<file path="config.mk">
export PLATFORM = sky130hd
export DESIGN_NAME = mem_access_initiator
export DESIGN_NICKNAME = d
export VERILOG_FILES = /design/src/rtl/mem_access_initiator.sv
export SDC_FILE = /design/constraint.sdc
export NUM_CORES = 1
export LEC_CHECK = 0
export CORE_ASPECT_RATIO = 2
export CORE_MARGIN = 1.5
export CORE_UTILIZATION = 25
export DETAILED_ROUTE_END_ITERATION = 7
export HOLD_SLACK_MARGIN = 0.12
export PLACE_DENSITY = 0.45
export SYNTH_ARGS = -nofsm -noshare
export SYNTH_HDL_FRONTEND = slang
export SYNTH_SLANG_ARGS = --single-unit
</file>
<file path="constraint.sdc">
create_clock -name clk -period 3.1 [get_ports clk]
set_input_delay 0.62 -clock clk [delete_from_list [all_inputs] [get_ports clk]]
set_output_delay 0.62 -clock clk [all_outputs]
set_load 0.005 [all_outputs]
</file>
<file path="src/rtl/mem_access_initiator.sv">
// Load/store requester for a byte-addressed, 16-bit word memory port.
// Unaligned accesses become two aligned accesses; unaligned stores read-modify-write.
module mem_access_initiator #(
  parameter int ADDR_WIDTH = 16
) (
  input  logic                  clk,
  input  logic                  rst,
  input  logic                  req_valid,
  output logic                  req_ready,
  input  logic                  req_wr,
  input  logic [ADDR_WIDTH-1:0] req_addr,
  input  logic [15:0]           req_wdata,
  output logic                  resp_valid,
  output logic [15:0]           resp_rdata,
  output logic                  mem_enable,
  output logic                  mem_wr,
  output logic [ADDR_WIDTH-1:0] mem_addr,
  output logic [15:0]           mem_wdata,
  input  logic [15:0]           mem_rdata
);

  typedef enum logic [2:0] {
    IDLE  = 3'd0,
    RD_LO = 3'd1,
    WR_LO = 3'd2,
    RD_HI = 3'd3,
    WR_HI = 3'd4,
    DONE  = 3'd5
  } state_t;

  state_t state, state_next;

  logic                  wr_q;
  logic [ADDR_WIDTH-1:0] addr_q;
  logic [15:0]           wdata_q;
  logic [15:0]           buf_q;

  logic                  unaligned;
  logic [ADDR_WIDTH-1:0] lo_addr;
  logic [ADDR_WIDTH-1:0] hi_addr;

  assign unaligned = addr_q[0];
  assign lo_addr   = {addr_q[ADDR_WIDTH-1:1], 1'b0};
  // Adding in ADDR_WIDTH bits makes the top word wrap to address zero.
  assign hi_addr   = lo_addr + ADDR_WIDTH'(2);

  // NOTE: state is non-blocking (<=) so every flop samples pre-edge values.
  always_ff @(posedge clk or negedge rst) begin
    if (!rst) state <= IDLE;
    else      state <= state_next;
  end

  // NOTE: default first so no path through the case leaves state_next unassigned (no latch).
  always_comb begin
    state_next = state;
    unique case (state)
      IDLE:  if (req_valid) state_next = (req_wr && !req_addr[0]) ? WR_LO : RD_LO;
      RD_LO: begin
        if (!unaligned)  state_next = DONE;
        else if (wr_q)   state_next = WR_LO;
        else             state_next = RD_HI;
      end
      WR_LO: state_next = unaligned ? RD_HI : DONE;
      RD_HI: state_next = wr_q ? WR_HI : DONE;
      WR_HI: state_next = DONE;
      DONE:  state_next = IDLE;
      default: state_next = IDLE;
    endcase
  end

  // Memory drive is a pure decode of state, so reset drops it without waiting for an edge.
  always_comb begin
    req_ready  = 1'b0;
    resp_valid = 1'b0;
    mem_enable = 1'b0;
    mem_wr     = 1'b0;
    mem_addr   = '0;
    mem_wdata  = '0;
    unique case (state)
      IDLE:  req_ready = 1'b1;
      RD_LO: begin
        mem_enable = 1'b1;
        mem_addr   = lo_addr;
      end
      WR_LO: begin
        mem_enable = 1'b1;
        mem_wr     = 1'b1;
        mem_addr   = lo_addr;
        mem_wdata  = unaligned ? {buf_q[15:8], wdata_q[15:8]} : wdata_q;
      end
      RD_HI: begin
        mem_enable = 1'b1;
        mem_addr   = hi_addr;
      end
      WR_HI: begin
        mem_enable = 1'b1;
        mem_wr     = 1'b1;
        mem_addr   = hi_addr;
        mem_wdata  = {wdata_q[7:0], buf_q[7:0]};
      end
      DONE:  resp_valid = 1'b1;
      default: ;
    endcase
  end

  always_ff @(posedge clk or negedge rst) begin
    if (!rst) begin
      wr_q       <= 1'b0;
      addr_q     <= '0;
      wdata_q    <= '0;
      buf_q      <= '0;
      resp_rdata <= '0;
    end else begin
      unique case (state)
        IDLE: if (req_valid) begin
          wr_q    <= req_wr;
          addr_q  <= req_addr;
          wdata_q <= req_wdata;
        end
        RD_LO: begin
          buf_q <= mem_rdata;
          if (!wr_q && !unaligned) resp_rdata <= mem_rdata;
        end
        RD_HI: begin
          if (wr_q) buf_q      <= mem_rdata;
          else      resp_rdata <= {buf_q[7:0], mem_rdata[15:8]};
        end
        default: ;
      endcase
    end
  end

endmodule

</file>
==> results.ini, run 1 <==
[clock_network]
clockBufferDepth = 2
hold_buffers = 0
cts.clk_slew.worst_paths_ns = 0.06
htreeDepth = 3
clock-sinks = 68
tritoncts = built
clk_latency_ns = 0.33
root_buffer = clkbuf_16
numCtsBuffers = 9

[critical_path]
rr_worst_depth = 5
worstSetupPathType = reg2out
crit_fanout = 7
reg2reg_to = wdata_q[5]
crit_required_ns = 2.48
worstPathCellList = nand4_1 -> buf_6 -> or4_1 -> a21oi_2 -> a211o_1 -> clkdlybuf4s50_1
worst_ep_arrival_time_ns = 2.38
start_kind = flop
cpPeakStageDelay_ns = 0.53
ff2ff_setup_slack_ns = 0.94
endpoint_kind = output pin
r2r_start = state[1]
slowest_stage = or4_1

[timing]
fmaxAchievable_mhz = 333
setup_viol = 0
tightest_slew_ns = 0.875
setup_ws_ns = 0.0965
fin_setup_tns_ns = 0
relSlewSlack_pct = 41.7
hold_viol_final = 0
slew_violations = 0
skew_ns = 0.0111
grt_setup_unrepaired = false
min_period_ns = 3.00
min_period_over_period_pct = 96.9

[global_routing]
grt_pass1_wl_um = 17700
grt_pass1_vias = 3101
grt_start_max_net_pins = 69
gr-usage-met2_pct = 31.0
top_usage_layer = met2
antenna_found_initial = 0
grtUsageTotal_pct = 16.0
gr-usage-met1_pct = 16.7
grt_util_met3_pct = 2.16
gr-total-overflow = 0

[power]
p_per_area_nw_per_um2 = 1050
power.leakage_nw = 2.25
ir_worst_vdd_mv = 0.411

[synth]
synth.ff_latch_count = 68
synth.yosys.seq_area_share_pct = 48.1
ys_types = 43
syn-cell-area_um2 = 3540
syn_inst = 334
ys_top_cells_by_area = dfrtp_1 (48%), mux2_2 (15%), mux2i_1 (5.1%), a222oi_1 (4.5%), o21ai_0 (4.2%)
avgSynthCellArea_um2 = 10.6
synth_top_cell_by_area = dfrtp_1
yosys_warnings = 0
synth_top_area_share_pct = 48.1
syn-num-nets = 387

[routing]
dr.pass1.iters = 6
drtAntennaViolNets = 0
drt_wl_total_um = 11600
vias_per_cell = 4.76
wire_per_inst_um = 18.4
drt_iter0_markers = 204
drc_errors = 0
vias = 3004

[floorplan]
rows = 61
die_w_um = 87.1
initial_core_util_pct = 25.5
ios = 104
core_area_um2 = 13900
die-area_um2 = 14900
die_y_um = 171

[final_layout]
mostFrequentLayoutCell = clkdlybuf4s50_1
syn_to_final_growth_pct = 45.4
diodes = 0
regArea_um2 = 1710
layout_common_cells = clkdlybuf4s50_1 (100), dfrtp_1 (62), mux2_2 (46), o21ai_0 (30), nand2_1 (28)
drive_gt1_share_pct = 20.8
multi_input_area_um2 = 1660
final_nets = 490
fillers = 1438

[place]
gp_congestion = 0.785
dp_hpwl_um = 8850
place_ws_ns = 0.172
port_buffers = 102

[hold_path]
hp-class = in2async

[status]
status = completed

[flow_run]
maxCapViolations = 0

-- power by group --
part	internal [W]	total (W)	switching, W	leakage [nW]
combinational	0.00145	0.00251	0.00106	1.30
sequential	0.00136	0.00183	0.000475	0.807
clock	0.000630	0.00104	0.000409	0.143
total	0.00344	0.00538	0.00195	2.25
-- cell families (layout without fill, tap and decap cells) --
kind of cell | count (synthesis) | count (layout) | synth area share, %
DFF | 68 | 68 | 48.1
muxes | 64 | 64 | 19.7
buffers and inverters | 46 | 154 | 6.01
AOI/OAI and AO/OA | 77 | 77 | 14.5
adders and majority gates | 1 | 1 | 0.353
xor gates and xnor gates | 2 | 2 | 0.495
other | 1 | 1 | 0.106
and+or+nand+nor | 75 | 75 | 10.7
-- worst max-delay path by stage --
stage,slack (ns),start,cells after the start,end
3_3_place_gp,0.21,state[1],5,mem_addr[12]
2_1_floorplan,0.79,state[0],7,mem_addr[10]
5_1_grt,0.004,addr_q[1],6,mem_addr[11]
6_report,0.1,addr_q[7],6,mem_addr[11]
4_1_cts,0.03,addr_q[4],6,mem_addr[11]
3_5_place_dp,0.17,state[1],5,mem_addr[12]
-- what timing repair did --
action | in CTS | in global routing
gates cloned | 0 | 0
gates resized for setup | 8 | 8
setup buffers | 0 | 1
pin swaps | 0 | 2
endpoints found under the setup margin | 26 | 12
-- routing by layer --
metal | share of wire [%] | vias to the layer above | wire length, um
li1 | - | 1424 | -
met1 | 35 | 1477 | 4030
met2 | 59 | 90 | 6800
met3 | 3.9 | 13 | 450
met4 | 2.6 | 0 | 297
met5 | 0 | - | 0
-- per-stage QoR --
| stage | hold slack (ns) | std cells | utilization, % | area [um2] | power [W] |
|---|---|---|---|---|---|
| after floorplan | 0.324 | 334 | - | 3540 | 0.00305 |
| after global placement | 0.466 | 614 | 34.5 | 4790 | 0.00433 |
| after detailed placement | 0.478 | 614 | 34.5 | 4790 | 0.00436 |
| after CTS | 0.320 | 630 | 36.8 | 5120 | 0.00545 |
| after global routing | 0.326 | 631 | 37.0 | 5140 | 0.00580 |
| final | 0.284 | 631 | 37.0 | 5140 | 0.00538 |
-- sequential cells by signal (all words and copies together) (netlist names) --
name and flops:
addr_q 16, buf_q 16, resp_rdata 16, wdata_q 16, state 3, wr_q 1
-- critical path: cells and delay by family (launching register included) --
family                 cells  cell delay, ns
AO/OA/AOI/OAI              2            0.29
buffers and inverters      2            0.67
flip-flops                 1            0.41
AND/OR/NAND/NOR            2            0.68
-- Yosys cell counts --
library cell / instances
and2_1: 2
nor3b_1: 1
a31oi_1: 5
a22o_1: 2
a21oi_1: 13
and2_4: 1
nor2b_1: 1
a31o_2: 1
xor2_1: 2
a32oi_1: 1
inv_1: 22
a211oi_1: 1
and4_1: 1
conb_1: 1
or4_1: 2
buf_4: 3
ha_1: 1
nand4_1: 3
and3_1: 4
a211o_1: 2
a41oi_1: 1
or3b_1: 1
mux2i_1: 18
clkbuf_1: 7
nor4b_1: 1
a21o_1: 1
nand3b_1: 2
nor4_1: 1
buf_2: 11
nor3_1: 7
o211ai_1: 1
or2_2: 1
nand3_1: 7
nand2b_1: 5
mux2_2: 46
dfrtp_1: 68
nor2_1: 5
nand2_1: 30
a222oi_1: 16
o31ai_1: 3
buf_6: 2
o21ai_0: 30
buf_1: 1
-- final cells by class --
cell class | instances | area share (%)
timing repair buffer | 116 | 22.4
clock buffer | 10 | 4.45
tap | 189 | 4.60
clock inverter | 6 | 1.41
sequential | 68 | 33.2
multi-input combinational | 220 | 32.3
inverter | 22 | 1.61
No activity file was read; power rests on OpenSTA's default activity.
==> run 2, diff against run 1 <==
==> constraint.sdc (replaced) <==
create_clock -name clk -period 2.9 [get_ports clk]
set_input_delay 0.58 -clock clk [delete_from_list [all_inputs] [get_ports clk]]
set_output_delay 0.58 -clock clk [all_outputs]
set_load 0.005 [all_outputs]
==> run 2 against run 1 <==
Worst setup slack worse by 0.015 ns. Sequential power is 7% higher. Non-clock buffer count is 21 higher. Largest power group unchanged. First-iteration DRC count is 6.4% lower. Critical endpoint is now mem_addr[14]. Critical path depth is 1 lower.
==> results.ini, run 2 (same netlist as run 1, synthesis figures left out) <==
[routing]
dr.pass1.iters = 7
wire_per_inst_um = 18.7
vias_per_cell = 4.75
drt_wl_total_um = 12200
drtAntennaViolNets = 0
vias = 3094
drt_iter0_markers = 191
drc_errors = 0

[clock_network]
cts.clk_slew.worst_paths_ns = 0.06
root_buffer = clkbuf_16
clockBufferDepth = 2
clk_latency_ns = 0.33
hold_buffers = 0
htreeDepth = 3
numCtsBuffers = 9
tritoncts = built
clock-sinks = 68

[status]
status = completed

[global_routing]
grt_start_max_net_pins = 69
antenna_found_initial = 0
grt_pass1_vias = 3047
grtUsageTotal_pct = 16.3
grt_pass1_wl_um = 17600
gr-total-overflow = 0

[timing]
slew_violations = 0
grt_setup_unrepaired = false
relSlewSlack_pct = 41.1
min_period_ns = 2.82
fmaxAchievable_mhz = 355
hold_viol_final = 0
tightest_slew_ns = 0.884
skew_ns = 0.00724
min_period_over_period_pct = 97.2
setup_viol = 0
fin_setup_tns_ns = 0

[power]
power_switching_w = 0.00217
p_per_area_nw_per_um2 = 1110
power.total_w = 0.00602
p_int_w = 0.00385
p_sw_share_pct = 36.1
power.leakage_nw = 2.46
clkPwrFrac_pct = 18.9
pwr-share-seq_pct = 32.4
combPwrFrac_pct = 48.7
ir_worst_vdd_mv = 0.365

[final_layout]
final_nets = 511
layout_common_cells = clkdlybuf4s50_1 (94), dfrtp_1 (65), mux2_2 (46), o21ai_0 (30)
syn_to_final_growth_pct = 52.7
drive_gt1_share_pct = 25.1
mostFrequentLayoutCell = clkdlybuf4s50_1
diodes = 0
fillers = 1410

[floorplan]
die_y_um = 171
initial_core_util_pct = 25.5
ios = 104
rows = 61
core_area_um2 = 13900
die-area_um2 = 14900
die_w_um = 87.1

[critical_path]
start_kind = flop
r2r_start = state[1]
reg2reg_to = wdata_q[13]
worstSetupPathType = reg2out
worst_ep_arrival_time_ns = 2.24
rr_worst_depth = 5
endpoint_kind = output pin
ff2ff_setup_slack_ns = 0.75
crit_end = mem_addr[14]
startpoint = state[0]
crit_fanout = 9
crit_required_ns = 2.32

[place]
port_buffers = 102
dp_hpwl_um = 8790
gp_congestion = 0.840

[hold_path]
hp-class = in2async

[flow_run]
maxCapViolations = 0

[run 2: layout make-up]
cell class | count | area, um2 | area share, %
Clock buffer | 11 | 253 | 4.68
Multi-Input combinational cell | 220 | 1720 | 31.9
Tap cell | 189 | 236 | 4.38
Inverter | 22 | 82.6 | 1.53
Timing Repair Buffer | 137 | 1350 | 24.9
Clock inverter | 5 | 58.8 | 1.09
Sequential cell | 68 | 1710 | 31.6
[run 2: routing by layer]
| metal | global-route usage (%) | up-vias | share of wire, % |
|---|---|---|---|
| met5 | 0 | - | 0 |
| li1 | - | 1469 | - |
| met2 | 32.6 | 92 | 60 |
| met3 | 3.07 | 15 | 3.4 |
| met4 | 6.97 | 0 | 2.7 |
| met1 | 15.5 | 1518 | 34 |
[run 2: worst min-delay path by stage]
stage	from	end	slack, ns	cells past startpoint
detailed placement	resp_rdata[2]	resp_rdata[2]	0.47	2
global placement	resp_rdata[14]	resp_rdata[14]	0.47	2
finish	rst	addr_q[3]	0.25	2
global route	rst	resp_rdata[0]	0.28	2
floorplan	rst	addr_q[0]	0.28	0
CTS	rst	addr_q[6]	0.27	2
[run 2: through the flow]
| step | cell area [um2] | util (%) | setup slack, ns | std cells | hold slack [ns] |
|---|---|---|---|---|---|
| 2_1_floorplan | 3540 | - | 0.628 | 334 | 0.284 |
| 3_3_place_gp | 4810 | 34.6 | 0.0872 | 617 | 0.466 |
| 3_5_place_dp | 4810 | 34.6 | 0.0315 | 617 | 0.473 |
| 4_1_cts | 5230 | 37.6 | 0.0000471 | 640 | 0.269 |
| 5_1_grt | 5400 | 38.9 | 0.0126 | 652 | 0.278 |
| 6_report | 5400 | 38.9 | 0.0814 | 652 | 0.249 |
[run 2: power groups by stage]
stage | sequential (W) | clock (W) | combinational, W
after floorplan | 0.00174 | 0 | 0.00152
after global placement | 0.00198 | 0 | 0.00264
after detailed placement | 0.00199 | 0 | 0.00268
after CTS | 0.00196 | 0.00117 | 0.00282
after global routing | 0.00202 | 0.00122 | 0.00320
final | 0.00195 | 0.00114 | 0.00293
[run 2: what timing repair did]
action                     4_1_cts  5_1_grt
buffers inserted                 7        9
gates resized for setup         15       20
gates cloned                     0        3
setup endpoints to repair       28       27
pin swaps                        3        4
[run 2: worst max-delay path, stage by stage, from the launching register on]
cell and delay (ns):
dfrtp_1 0.43, or3b_4 0.43, and2_4 0.20, a21o_1 0.16
a31oi_1 0.16, clkdlybuf4s50_1 0.52
==> run 3, diff against run 2 <==
--- a/config.mk
+++ b/config.mk
@@ -11,6 +11,7 @@
 export DETAILED_ROUTE_END_ITERATION = 7
 export HOLD_SLACK_MARGIN = 0.12
 export PLACE_DENSITY = 0.45
+export SLEW_MARGIN = 20
 export SYNTH_ARGS = -nofsm -noshare
 export SYNTH_HDL_FRONTEND = slang
 export SYNTH_SLANG_ARGS = --single-unit
==> results of run 3 <==
Final layout, timing and power as in run 2 (identical DEF).
